File: src/rtl/arcsin_prep.sv
// Arcsin front end: signed Q1.15 sample -> sign + unsigned magnitude word (1.0 = 2^19) through a 2-entry FIFO.
// Optional ARCSIN_PREP_ROUND_EN: round the word to the nearest table index (clamped to index 16).
module arcsin_prep (
    input  logic        CLK_I,
    input  logic        RST_N_I,
    input  logic [15:0] SAMPLE_I,
    input  logic        VALID_I,
    output logic        READY_O,
    output logic [63:0] DATA_O,
    output logic        SIGN_O,
    output logic        VALID_O,
    input  logic        READY_I,
    output logic        SIGN_DLY_O,
    output logic [15:0] SAT_CNT_O
);

    localparam int unsigned SAMPLE_W = 16;
    localparam int unsigned MAG_W    = SAMPLE_W + 1;
    localparam int unsigned WORD_W   = 20;
    localparam int unsigned SUM_W    = WORD_W + 1;
    localparam int unsigned OCC_W    = 2;
    localparam int unsigned CNT_W    = 16;
    localparam int unsigned DATA_W   = 64;

    localparam logic [WORD_W-1:0] FULL_SCALE = WORD_W'(20'h80000);

    typedef struct packed {
        logic              sign;
        logic [WORD_W-1:0] word;
    } entry_t;

    logic signed [MAG_W-1:0] s_ext_c;
    logic [MAG_W-1:0]        mag_c;
    entry_t                  new_entry_c;
    entry_t                  slot0_q;
    entry_t                  slot1_q;
    logic [OCC_W-1:0]        occ_q;
    logic                    sign_dly_q;
    logic [CNT_W-1:0]        sat_cnt_q;
    logic                    push_c;
    logic                    pop_c;
`ifdef ARCSIN_PREP_ROUND_EN
    logic [SUM_W-1:0]        sum_c;
`endif

    // Magnitude/sign conversion of the incoming sample
    always_comb begin
        s_ext_c          = {SAMPLE_I[SAMPLE_W-1], SAMPLE_I};
        mag_c            = s_ext_c[MAG_W-1] ? MAG_W'(-s_ext_c) : MAG_W'(s_ext_c);
        new_entry_c.sign = SAMPLE_I[SAMPLE_W-1];
`ifdef ARCSIN_PREP_ROUND_EN
        sum_c = SUM_W'({mag_c, 4'b0000}) + SUM_W'(21'h4000);
        if (mag_c == '0)
            new_entry_c.word = '0;  // exact zero stays zero rather than taking the half-index offset
        else if (sum_c > SUM_W'(FULL_SCALE))
            new_entry_c.word = FULL_SCALE;
        else
            new_entry_c.word = WORD_W'(sum_c);
`else
        new_entry_c.word = WORD_W'({mag_c, 4'b0000});
`endif
    end

    assign READY_O    = (occ_q < OCC_W'(2));
    assign VALID_O    = (occ_q != OCC_W'(0));
    assign DATA_O     = DATA_W'(slot0_q.word);
    assign SIGN_O     = slot0_q.sign;
    assign SIGN_DLY_O = sign_dly_q;
    assign SAT_CNT_O  = sat_cnt_q;

    assign push_c = VALID_I && READY_O;
    assign pop_c  = VALID_O && READY_I;

    // Shift-style FIFO: slot0 is always the head so outputs come straight from a register
    always_ff @(posedge CLK_I or negedge RST_N_I) begin
        if (!RST_N_I) begin
            occ_q      <= '0;
            slot0_q    <= '0;
            slot1_q    <= '0;
            sign_dly_q <= 1'b0;
            sat_cnt_q  <= '0;
        end else begin
            sign_dly_q <= slot0_q.sign;
            if (pop_c && (slot0_q.word == FULL_SCALE) && (sat_cnt_q != '1))
                sat_cnt_q <= sat_cnt_q + CNT_W'(1);
            case ({push_c, pop_c})
                2'b10: begin
                    if (occ_q == OCC_W'(0))
                        slot0_q <= new_entry_c;
                    else
                        slot1_q <= new_entry_c;
                    occ_q <= occ_q + OCC_W'(1);
                end
                2'b01: begin
                    slot0_q <= slot1_q;
                    occ_q   <= occ_q - OCC_W'(1);
                end
                // Simultaneous push/pop only occurs at occupancy 1
                2'b11:   slot0_q <= new_entry_c;
                default: ;
            endcase
        end
    end

endmodule

File: config.mk
export PLATFORM = sky130hd
export DESIGN_NAME = arcsin_prep
export DESIGN_NICKNAME = d
export VERILOG_FILES = /design/src/rtl/arcsin_prep.sv
export SDC_FILE = /design/constraint.sdc
export NUM_CORES = 1
export LEC_CHECK = 0
export CAP_MARGIN = 10
export CELL_PAD_IN_SITES_DETAIL_PLACEMENT = 0
export CELL_PAD_IN_SITES_GLOBAL_PLACEMENT = 2
export CORE_MARGIN = 2
export CORE_UTILIZATION = 25
export CTS_BUF_LIST = sky130_fd_sc_hd__clkbuf_4 sky130_fd_sc_hd__clkbuf_8
export CTS_CLUSTER_DIAMETER = 150
export DETAILED_ROUTE_END_ITERATION = 10
export PLACE_DENSITY = 0.83
export SETUP_SLACK_MARGIN = 0.3
export SLEW_MARGIN = 20
export SYNTH_ARGS = -nofsm -noshare
export SYNTH_HDL_FRONTEND = slang
export SYNTH_SLANG_ARGS = --single-unit
File: constraint.sdc
create_clock -name CLK_I -period 1.8 [get_ports CLK_I]
set_clock_uncertainty 0.2 [all_clocks]
set_input_delay 0.54 -clock CLK_I [delete_from_list [all_inputs] [get_ports CLK_I]]
set_output_delay 0.54 -clock CLK_I [all_outputs]
set_load 0.005 [all_outputs]
# Word-level counts from Yosys, hierarchy flattened
# Cells that the tools add are included.
[totals] regBits=57 input_bits=20 out_inout_bits=84 wordCells=33
[classes] add_sub_neg=4 order_cmp=1 n_eq_ne=6 mux=4 bitwise=1 n_reduce_logical=10
[op_table] cell="one-hot mux 21 bit (3 select lines)" n=1
[op_table] cell="2-to-1 mux 21 bit" n=1
[op_table] cell="equality test 20 bit (second input constant)" n=1
[op_table] cell="adder 16 x 1 -> 16 bit (second input constant)" n=1
[op_table] cell="2-to-1 mux 16 bit" n=1
[op_table] cell="inequality test 16 bit (second input constant)" n=1
[op_table] cell="negator 16 bit" n=1
[op_table] cell="equality test 2 bit (second input constant)" n=2
[op_table] cell="logical AND 1 bit" n=4
[op_table] cell="one-hot mux 2 bit (2 select lines)" n=1
[op_table] cell="AND reduction 2 bit" n=2
[op_table] cell="nonzero test 2 bit" n=2
[op_table] cell="nonzero test 3 bit" n=1
[op_table] cell="adder 2 x 1 -> 2 bit (second input constant)" n=1
[op_table] cell="equality test 2 x 1 -> 1 bit (second input constant)" n=1
[op_table] cell="logical NOT 2 bit" n=1
[op_table] cell="< comparator 2 bit (second input constant)" n=1
[op_table] cell="inequality test 2 bit (second input constant)" n=1
[op_table] cell="subtractor 2 x 1 -> 2 bit (second input constant)" n=1
[op_table] cell="NOT 1 bit" n=1

# Depth between registers and ports, before layout
[depth] word_depth=5 ltp_mapped=9 mapped_depth_nobuf=7

# Worst setup path before layout
# OpenSTA, ideal clock, no wires.
[synth_path] kind="input port to flip-flop" start="input port SAMPLE_I[5]" end="register slot0_q, in the netlist DATA_O[15]" setup_time_ns=0.076 arrival_time_ns=1.915 required_time_ns=1.524 path_slack_ns=-0.391 stages=5 n_path_buf=0 cell_sequence="or4_4 o41ai_2 xor2_1 mux2_2 o21ai_1"
[synth_between] elab_chain_len=4
[synth_lines] element="start, declared" line="6" source="input logic [15:0] SAMPLE_I,"
[synth_lines] element="negator 16 bit (*)" line="49" source="mag_c = s_ext_c[MAG_W-1] ? MAG_W'(-s_ext_c) : MAG_W'(s_ext_c);"
[synth_lines] element="2-to-1 mux 16 bit (*)" line="49"
[synth_lines] element="2-to-1 mux 21 bit" line="88" source="if (occ_q == OCC_W'(0))"
[synth_lines] element="one-hot mux 21 bit (3 select lines) (*)" line="86" source="case ({push_c, pop_c})"
[synth_lines] element="end signal, assigned" line="89" source="slot0_q <= new_entry_c;"
[synth_lines] element="end signal, assigned" line="95" source="slot0_q <= slot1_q;"
[synth_lines] element="end signal, assigned" line="99" source="2'b11: slot0_q <= new_entry_c;"
[synth_lines] element="end, declared" line="35" source="entry_t slot0_q;"
# Every way passes the cells marked *; elsewhere a longest branch is shown, timed or not. The select of a mux whose other input is x is not followed.
# A chain may end at the register's enable or synchronous reset.

# Final worst setup path
[layout_path] start="input port SAMPLE_I[3]" end="register slot0_q, in the netlist DATA_O[13]"
# Same word-level chain as after synthesis.

==> results by stage <==
STA:
- The final critical path takes up 112% of the cycle.
- The count of final hold-check violations came to 11.
- The worst hold slack after final layout is -0.0204 ns.
- Static timing analysis puts the maximum clock frequency at 497 MHz.
- The post-layout minimum cycle time is 2.01 ns.
- Setup repair after global routing could not meet its margin everywhere.
- The number of setup violations in the final report is 44.
- The final number of max-transition violations is 0.
- After layout, the worst setup slack is -0.212 ns.

Die:
- The core region is 0.0121 sq mm.
- The die boundary height is 116 microns.
- The die covers 0.0134 sq mm.
- The count of pins on the block boundary is 104.
- The initial core utilization is 25.8%.
- In this run the core area contains 40 standard-cell rows.
- The chip width is 116 microns.

Power:
- For this design the static power due to leakage is 2.85 nW.
- The completed layout was analyzed and its total power is 6.77 mW.
- Power spread over the standard cell area amounts to 1140 mW/mm^2.
- The worst-case vdd ir drop is 0.475 mV.

Yosys:
- The area of the mapped netlist is 0.00312 sq mm.
- The count of flip-flops with a built-in enable after synthesis is 0.
- The proportion of register bits with asynchronous set or reset after synthesis is 100%.
- The synthesized design devotes to its leading area cell type 42.5% of total area.
- The largest family of logic cells by synthesized area is simple AND/OR/NAND/NOR gates.
- The biggest area consumer among synthesized cells is dfrtp_1.
- The count of warnings emitted by yosys is 0.
- A synthesized cell averages 9.57 sq um.
- Multiplexer cells account for 8.22% of the synthesized area.
- The commonest register cell after synthesis is dfrtp_1.
- Synthesis inferred 53 register bits.
- The synthesized netlist devotes 1.60% of its cell area to adder and majority cells.
- In the post-synthesis netlist, the cell with the most instances is dfrtp_1.
- Yosys mapped the design onto 41 distinct sky130hd cell types.
- The sequential area share after synthesis is 42.5%.
- Sorting the synthesized cells by how often they occur yields dfrtp_1, buf_4, nand2_1, o21ai_0, xnor2_1.
- The synthesized netlist devotes 8.70% of its cell area to compound gates.
- Summing the areas of all and, or, nand and nor instances in the mapped netlist gives 16.2% of the synthesized area.
- Counting every instance in the synthesized netlist gives 326.
- After synthesis, the cell types taking the most area are dfrtp_1, buf_4, nand2_1, mux2_2, xnor2_1.
- After Yosys synthesis, XOR and XNOR cells account for 8.14% of the synthesized area.

Drt:
- The first routing iteration left 155 violations.
- The count of nets left with antenna violations once routing finished came out at 0.
- For this run, the detailed router's first-pass iteration total came to 4.
- The final routed DRC violation total is 0.
- The wire length per cell is 14.0 microns.
- In the routed layout, each cell is associated on average with a via count of 4.29.
- The wire length reported by the detailed router is 9.93 mm.
- The number of vias after detailed routing is 3049.

Flow run:
- Across the run, the number of max-cap violations was 0.

CTS:
- The total clock sinks is 53.
- The H-tree generated during clock tree synthesis spans 2 levels.
- The number of buffers added to fix hold violations after cts is 0.
- The insertion delay to the later sink of the worst-skew pair is 0.33 ns.
- After clock tree synthesis, the clock-pin slew on the worst setup and hold paths is 0.12 ns.
- The maximum count of clock buffers along a single path is 2.
- In this run the clock root is driven by a clkbuf_8.
- The clock tree from TritonCTS is done.
- Clock tree synthesis inserted a total of 5 buffers.

Setup path:
- The worst setup path is launched from an input port.
- Along the worst path, the maximum fanout reaches 4.
- The critical path is of the in2reg type.
- Data arrives at the worst endpoint at 2.08 ns.
- The data required time of the critical path is 1.87 ns.
- The worst setup path is captured at a register.

Finish:
- The number of antenna diodes in the final layout is 0.
- The relative area change from synthesis to final layout is 90.5%.
- The number of filler instances in the final layout is 1096.
- The utilization after layout is 49.1%.
- The net count of the finished layout is 565.
- Cells with a size suffix above 1 make up 59.4% of the layout.

Status:
- The checks that failed: hold timing, setup timing.
- The run finished, with violations left.

GRT:
- The number of global-route vias before repair is 2995.
- Global routing consumed, over all layers together, 14.3% of the routing resources.
- The number of antenna violations at the first check in global routing is 0.
- The first global-routing pass estimated 15.0 mm of wire.
- The total overflow left after global routing is 0.
- The pin count of the biggest net entering global routing is 54.

Placement:
- After legalization and detailed placement, the total HPWL measured 6.15 mm.
- The routability congestion estimate is 0.773.
- Buffers placed on the I/O ports in this run total 55.

Min path:
- The path class of the tightest hold or removal check is in2async.
==> cell usage in the layout, fill, tap and decap left out, types with 4 or more instances in the layout <==
cell	synthesis	final
mux2i_1	11	8
nor4_4	0	5
xor2_1	14	12
inv_1	12	6
conb_1	1	48
mux2_4	0	7
xnor2_1	15	10
o21ai_1	6	18
nand3_1	8	6
buf_4	48	90
nand4_1	9	9
or3_1	5	4
nor3_2	0	4
buf_12	0	4
dlygate4sd2_1	0	6
dfrtp_1	53	50
o21ai_2	1	7
o31ai_4	0	5
xnor2_2	0	5
nand2_1	38	24
mux2_2	12	5
nand2_4	0	4
buf_2	2	17
nor2_1	11	6
buf_6	0	96
clkbuf_8	0	5
nand2_2	0	9
==> stage by stage <==
| stage | instances | worst slack, ns | TNS [ns] | instance area [sq um] | hold slack, ns |
|---|---|---|---|---|---|
| 2_1_floorplan | 373 | -0.339 | -3.25 | 3570 | 0.0444 |
| 3_3_place_gp | 613 | -0.852 | -29.13 | 4490 | 0.197 |
| 3_5_place_dp | 613 | -0.869 | -30.55 | 4490 | 0.205 |
| 4_1_cts | 694 | -0.208 | -4.13 | 5550 | 0.0109 |
| 5_1_grt | 710 | -0.275 | -7.36 | 5950 | 0.00681 |
| 6_report | 710 | -0.212 | -4.29 | 5950 | -0.0204 |
==> state kept, by name (all words and copies together), names as in the netlist <==
signal	cells
slot1_q	17
DATA_O	16
SAT_CNT_O	16
occ_q	2
SIGN_O	1
SIGN_DLY_O	1
==> path summary, 6_finish.rpt <==
check,from,end,slack (ns),cells after the start
hold / removal,RST_N_I,SAT_CNT_O[12]$_DFFE_PN0P_,-0.02,2
max in group asynchronous,RST_N_I,DATA_O[15]$_DFFE_PN0P_,1.14,2
setup reg to reg,SAT_CNT_O[5]$_DFFE_PN0P_,SAT_CNT_O[15]$_DFFE_PN0P_,-0.20,6
hold reg to reg,slot1_q[17]$_DFFE_PN0P_,slot1_q[17]$_DFFE_PN0P_,0.29,2
min in group CLK_I,slot1_q[17]$_DFFE_PN0P_,slot1_q[17]$_DFFE_PN0P_,0.29,2
setup / recovery,SAMPLE_I[3],DATA_O[13]$_DFFE_PN0P_,-0.21,7
==> cells by family (layout without fill, tap and decap cells) <==
group                    Yosys count  count (layout)
XOR/XNOR                          29              29
flip-flops                        53              53
buffers and inverters             72             240
other                              1              48
multiplexers                      24              24
adder cells (fa/ha/maj)            4               4
AND/OR/NAND/NOR                   98              99
AO/OA/AOI/OAI                     45              45
==> critical path, stage by stage <==
cell and delay [ns]:
buf_6 0.09, or4_4 0.59, buf_6 0.15, o31ai_4 0.18, xor2_1 0.11, mux2_4 0.28, o21ai_2 0.14
==> area by class of cell <==
class | instances | area [sq um] | area share (%)
tap | 168 | 210 | 3.54
multi-input combinational | 249 | 2130 | 35.9
clock buffer | 5 | 68.8 | 1.16
sequential | 53 | 1330 | 22.4
timing repair buffer | 220 | 2100 | 35.4
inverter | 12 | 52.6 | 0.884
clock inverter | 3 | 47.5 | 0.800
==> metal layers <==
metal | GRT usage (%) | wire length (microns) | up-vias
li1 | - | - | 1459
met3 | 2.51 | 444 | 16
met2 | 25.4 | 5180 | 78
met4 | 4.29 | 193 | 0
met1 | 17.8 | 4100 | 1496
met5 | 0 | 0 | -
==> power breakdown <==
part           leakage (nW)  switching (mW)  internal [mW]  total [mW]
clock                0.0591           0.462          0.426       0.888
sequential            0.667           0.315           1.57        1.89
combinational          2.13            1.56           2.44        4.00
total                  2.85            2.34           4.44        6.77
==> timing repair <==
| item | 4_1_cts | 5_1_grt |
|---|---|---|
| buffers inserted | 69 | 16 |
| gates cloned | 4 | 0 |
| pin swaps | 52 | 38 |
| gates resized for setup | 323 | 68 |
| setup endpoints to repair | 88 | 88 |
No activity file was read; power rests on OpenSTA's default activity.
